===== src/rtl/apb_pkg.sv =====
// Shared APB definitions: bus widths, completer FSM states and the address error check.
package apb_pkg;

  localparam int APB_ADDR_W = 33;
  localparam int APB_DATA_W = 32;

  typedef enum logic [0:0] {
    IDLE   = 1'b0,
    ACCESS = 1'b1
  } apb_state_e;

  // Misaligned or beyond the last word; bit 32 of the bus address is never passed in.
  function automatic logic apb_addr_err(input logic [31:0] addr, input logic [31:0] depth);
    return (addr[1:0] != 2'b00) || ({2'b00, addr[31:2]} >= depth);
  endfunction

endpackage


===== src/rtl/apb_slave_regfile.sv =====
// DEPTH x 32 word store: single-cycle write, combinational read, cleared by preset.
// No backpressure; the write strobe is honoured on every edge it is high.
module apb_slave_regfile #(
  parameter int DEPTH = 16,
  parameter int IDX_W = $clog2(DEPTH)
) (
  input  logic              clk,
  input  logic              rst,
  input  logic              we,
  input  logic [IDX_W-1:0]  waddr,
  input  logic [31:0]       wdata,
  input  logic [IDX_W-1:0]  raddr,
  output logic [31:0]       rdata
);

  logic [31:0] mem_q [DEPTH];
  logic [31:0] mem_d [DEPTH];

  always_comb begin
    mem_d = mem_q;
    if (we) begin
      mem_d[waddr] = wdata;
    end
  end

  always_ff @(posedge clk) begin
    if (rst) begin
      for (int i = 0; i < DEPTH; i++) begin
        mem_q[i] <= '0;
      end
    end else begin
      mem_q <= mem_d;
    end
  end

  assign rdata = mem_q[raddr];

endmodule


===== src/rtl/apb_slave_mem.sv =====
// APB completer over a word register file; pready rises WAIT_STATES+1 cycles after setup.
// Stalls the initiator with pready=0 while counting; a psel drop before completion aborts.
module apb_slave_mem
  import apb_pkg::*;
#(
  parameter int DEPTH       = 16,
  parameter int WAIT_STATES = 1
) (
  input  logic                  pclk,
  input  logic                  preset,
  input  logic                  psel,
  input  logic                  penable,
  input  logic                  pwrite,
  input  logic [APB_ADDR_W-1:0] paddr,
  input  logic [APB_DATA_W-1:0] pwdata,
  output logic [APB_DATA_W-1:0] prdata,
  output logic                  pready,
  output logic                  pslverr
);

  localparam int         IDX_W = $clog2(DEPTH);
  localparam logic [3:0] WS    = 4'(WAIT_STATES);

  apb_state_e  state_q, state_d;
  logic [3:0]  cnt_q, cnt_d;
  logic [31:0] addr_q, addr_d;
  logic        write_q, write_d;
  logic [31:0] wdata_q, wdata_d;
  logic [31:0] prdata_q, prdata_d;
  logic        pready_q, pready_d;
  logic        pslverr_q, pslverr_d;

  logic [31:0]      addr_cur;
  logic             err_cur;
  logic             raise;
  logic             we;
  logic [IDX_W-1:0] ridx;
  logic [IDX_W-1:0] widx;
  logic [31:0]      rdata;
  logic             unused_paddr_msb;

  assign unused_paddr_msb = paddr[32];

  // With zero wait states pready rises on the setup edge, before the latch holds the address.
  assign addr_cur = (state_q == IDLE) ? paddr[31:0] : addr_q;
  assign err_cur  = apb_addr_err(addr_cur, 32'(DEPTH));
  assign ridx     = addr_cur[IDX_W+1:2];
  assign widx     = addr_q[IDX_W+1:2];
  assign we       = (state_q == ACCESS) && pready_q && write_q && !pslverr_q;

  always_comb begin
    state_d   = state_q;
    cnt_d     = cnt_q;
    addr_d    = addr_q;
    write_d   = write_q;
    wdata_d   = wdata_q;
    prdata_d  = prdata_q;
    pready_d  = 1'b0;
    pslverr_d = 1'b0;
    raise     = 1'b0;
    case (state_q)
      IDLE: begin
        if (psel && !penable) begin
          state_d = ACCESS;
          addr_d  = paddr[31:0];
          write_d = pwrite;
          wdata_d = pwdata;
          cnt_d   = WS;
          raise   = (WS == 4'd0);
        end
      end
      ACCESS: begin
        if (pready_q || !psel) begin
          state_d = IDLE;
        end else if (cnt_q <= 4'd1) begin
          cnt_d = 4'd0;
          raise = 1'b1;
        end else begin
          cnt_d = cnt_q - 4'd1;
        end
      end
      default: state_d = IDLE;
    endcase
    if (raise) begin
      pready_d  = 1'b1;
      pslverr_d = err_cur;
      if (!write_d) begin
        prdata_d = err_cur ? 32'h0 : rdata;
      end
    end
  end

  always_ff @(posedge pclk) begin
    if (preset) begin
      state_q   <= IDLE;
      cnt_q     <= 4'd0;
      addr_q    <= '0;
      write_q   <= 1'b0;
      wdata_q   <= '0;
      prdata_q  <= '0;
      pready_q  <= 1'b0;
      pslverr_q <= 1'b0;
    end else begin
      state_q   <= state_d;
      cnt_q     <= cnt_d;
      addr_q    <= addr_d;
      write_q   <= write_d;
      wdata_q   <= wdata_d;
      prdata_q  <= prdata_d;
      pready_q  <= pready_d;
      pslverr_q <= pslverr_d;
    end
  end

  apb_slave_regfile #(
    .DEPTH (DEPTH),
    .IDX_W (IDX_W)
  ) u_regfile (
    .clk   (pclk),
    .rst   (preset),
    .we    (we),
    .waddr (widx),
    .wdata (wdata_q),
    .raddr (ridx),
    .rdata (rdata)
  );

  assign prdata  = prdata_q;
  assign pready  = pready_q;
  assign pslverr = pslverr_q;

endmodule


===== config.mk =====
export PLATFORM = sky130hd
export DESIGN_NAME = apb_slave_mem
export DESIGN_NICKNAME = d
export VERILOG_FILES = /design/src/rtl/apb_pkg.sv /design/src/rtl/apb_slave_regfile.sv /design/src/rtl/apb_slave_mem.sv
export SDC_FILE = /design/constraint.sdc
export NUM_CORES = 2
export LEC_CHECK = 0
export BUFFER_PORTS_ARGS = -buffer_cell sky130_fd_sc_hd__buf_2
export CAP_MARGIN = 5
export CORE_MARGIN = 2
export CORE_UTILIZATION = 25
export CTS_BUF_LIST = sky130_fd_sc_hd__clkbuf_8 sky130_fd_sc_hd__clkbuf_16
export DETAILED_ROUTE_END_ITERATION = 12
export PLACE_DENSITY = 0.47
export SLEW_MARGIN = 25
export SYNTH_ARGS = -nofsm -noshare
export SYNTH_HDL_FRONTEND = slang
export SYNTH_SLANG_ARGS = --single-unit

===== constraint.sdc =====
create_clock -name pclk -period 2 [get_ports pclk]
set_clock_uncertainty 0.15 [all_clocks]
set_input_delay 0.1 -clock pclk [delete_from_list [all_inputs] [get_ports pclk]]
set_output_delay 0.1 -clock pclk [all_outputs]
set_load 0.02 [all_outputs]

==> results.json <==
{
  "synth_common_cells": "1,237 x nand2_1, 616 x dfxtp_1, 581 x a21oi_1",
  "hold_viol": 0,
  "required_ns": 2.39,
  "drc": 0,
  "drt-pass1-iter-count": 5,
  "nets": 3576,
  "worst_skew_pair.late_latency_ns": 0.63,
  "setup_slack_ns": -0.310,
  "first_global_vias": 22900,
  "hold_path_class": "primary input to register",
  "synth.most_common_cell": "nand2_1",
  "slew_headroom_pct": 15.7,
  "synth_cells": 3222,
  "io_buffers": 102,
  "slew_viol_final": 0,
  "cts_buffers": 67,
  "core_area_um2": 102000,
  "tightest_slew_ns": 1.26,
  "max_clock_freq_mhz": 433,
  "routed_wl_um": 114000,
  "cap_viol_max_count": 0,
  "yosysWarnings": 0,
  "antenna_found_initial": 1,
  "grt_remaining_overflow": 0,
  "synth_flop_cell": "dfxtp_1",
  "drtIter0Drc": 2481,
  "ir_drop_v": 0.000509,
  "rsz0062_at_grt": "true",
  "synth.distinct_cells": 46,
  "die_area_um2": 105000,
  "setup_violations": 536,
  "clk_pin_slew_worst_paths_ns": 0.06,
  "die_x_um": 324,
  "netlist_top_cells_area": "dfxtp_1 48%, nand2_1 18%, a21oi_1 11%, mux4_2 5.6%, mux2i_1 3.9%",
  "critPathKind": "register to register",
  "pin_count": 104,
  "powerDensity_nw_per_um2": 742,
  "start_util_pct": 25.2,
  "synth_nets": 3294,
  "ys_ff_latch": 616,
  "chipHeight_um": 324,
  "violations": "setup timing",
  "finalPower_mw": 27.3,
  "netlist.area_leader.share_pct": 48.0,
  "clock-root-buffer": "clkbuf_16",
  "ant_nets": 0,
  "cp-start-kind": "register",
  "grt_max_degree": 123,
  "layout-drive-gt1-share_pct": 29.8,
  "min_period_over_period_pct": 115,
  "track_usage_pct": 19.7,
  "setup_tns_ns": -86.78,
  "fp-row-count": 117,
  "cp.arrival_ns": 2.70,
  "vias": 24700,
  "synth-seq-area-share_pct": 48.0,
  "grt_pass1_wl_um": 157000,
  "viasPerCell": 5.02,
  "leakage_nw": 14.0,
  "cts_sinks": 616,
  "status": "finished with violations",
  "area_growth_pct": 43.3,
  "yosys.area.top_type": "dfxtp_1",
  "gp_congestion": 0.794,
  "period_minus_slack_ns": 2.31,
  "end_kind": "register",
  "crit_fanout": 9,
  "cts-htree-levels": 3,
  "clockBufferDepth": 3,
  "cts_tree": "done",
  "syn_area_um2": 25700,
  "fillers": 10400,
  "synth_area_per_cell_um2": 7.97,
  "synth_edf_count": 0,
  "wl_per_cell_um": 23.1,
  "post-dp-hpwl_um": 61900,
  "async_reset_ff_share_pct": 0
}
power by group:
group,switching [mW],leakage [nW],total [mW],internal (mW)
Combinational,1.36,7.88,2.21,0.844
Sequential,0.0761,4.97,12.4,12.3
Clock,5.40,1.15,12.7,7.29
Total,6.83,14.0,27.3,20.5
layout make-up:
class | count | area (µm²) | area share [%]
Multi-Input combinational cell | 2295 | 14200 | 38.7
Sequential cell | 616 | 12300 | 33.5
Timing Repair Buffer | 521 | 6300 | 17.1
Clock buffer | 82 | 1910 | 5.18
Tap cell | 1368 | 1710 | 4.65
Clock inverter | 36 | 304 | 0.826
Inverter | 3 | 11.3 | 0.0306
Antenna cell | 1 | 2.50 | 0.00680
critical path, stage by stage (launching register included):
cell	delay, ns
dfxtp_4	0.43
buf_6	0.12
and4b_2	0.27
buf_6	0.11
nand3b_1	0.12
buf_6	0.16
buf_6	0.12
nor2_4	0.20
buf_4	0.18
clkbuf_16	0.17
nand2_1	0.06
a21oi_1	0.13
cell usage in the layout, fill, tap and decap left out, types with 18 or more instances in the layout:
cell | synthesis | layout
inv_1 | 3 | 18
mux4_2 | 64 | 64
o31ai_2 | 30 | 30
a21oi_1 | 581 | 432
nand2_2 | 0 | 46
o21ai_0 | 64 | 60
buf_6 | 7 | 46
clkbuf_16 | 0 | 92
nand2_4 | 0 | 131
nand2_1 | 1237 | 1057
mux2i_1 | 101 | 96
dlygate4sd3_1 | 0 | 68
o22ai_2 | 0 | 22
buf_4 | 10 | 146
o22ai_1 | 94 | 72
buf_2 | 37 | 101
buf_12 | 0 | 103
dfxtp_1 | 616 | 614
nor3_1 | 44 | 33
a21oi_2 | 0 | 148
buf_16 | 0 | 28
registers in the layout (all words and copies together), names as in the netlist:
| register | count |
|---|---|
| pslverr | 1 |
| u_regfile.mem_q | 512 |
| wdata_q | 32 |
| cnt_q | 4 |
| prdata | 32 |
| pready | 1 |
| state_q | 1 |
| addr_q | 32 |
| write_q | 1 |
per-stage QoR:
| step | utilization, % | instance area (µm²) | std cells | setup slack, ns | hold slack, ns |
|---|---|---|---|---|---|
| after floorplan | - | 25800 | 3222 | -0.000269 | 0.0860 |
| after global placement | 29.2 | 29800 | 4620 | -0.459 | 0.199 |
| after detailed placement | 29.2 | 29800 | 4620 | -0.406 | 0.200 |
| after CTS | 34.1 | 34700 | 4880 | -0.279 | 0.101 |
| after global routing | 36.1 | 36800 | 4921 | -0.386 | 0.130 |
| final | 36.1 | 36800 | 4922 | -0.310 | 0.125 |
repair_timing:
action / CTS / global route
hold buffers: 68 / 0
endpoints found under the setup margin: 545 / 585
hold endpoints to repair: 364 / 0
gates cloned: 33 / 26
buffers inserted: 42 / 26
pin swaps: 107 / 195
resized for setup: 222 / 391
kinds of logic (layout without fill, tap and decap cells):
group / count (synthesis) / after routing / share of synthesized area (%)
other: 0 / 1 / 0
and+or+nand+nor: 1346 / 1346 / 20.4
buffers and inverters: 311 / 642 / 5.08
muxes: 169 / 169 / 9.75
DFF: 616 / 616 / 48.0
adders and majority gates: 2 / 2 / 0.0974
AOI/OAI and AO/OA: 778 / 778 / 16.6
layer usage:
metal  global-route usage, %  wire [µm]  part of all wire, %  vias to the layer above
li1                        -          -                    -                    11400
met1                    27.6      50900                   45                    12300
met2                    31.5      51800                   45                      812
met3                    2.61       7380                  6.5                      188
met4                    5.83       3770                  3.3                        0
met5                       0          0                    0                        -
final timing paths:
| kind | startpoint | endpoint | slack, ns | cells after the start |
|---|---|---|---|---|
| hold reg to reg | addr_q[19]$_SDFFE_PP0P_ | addr_q[19]$_SDFFE_PP0P_ | 0.30 | 2 |
| setup reg to reg | state_q$_SDFF_PP0_ | u_regfile.mem_q[164]$_SDFFE_PP0P_ | -0.31 | 11 |
| hold / removal | pwdata[20] | wdata_q[20]$_SDFFE_PP0P_ | 0.12 | 4 |
| setup / recovery | state_q$_SDFF_PP0_ | u_regfile.mem_q[164]$_SDFFE_PP0P_ | -0.31 | 11 |
No activity file was read; power rests on OpenSTA's default activity.
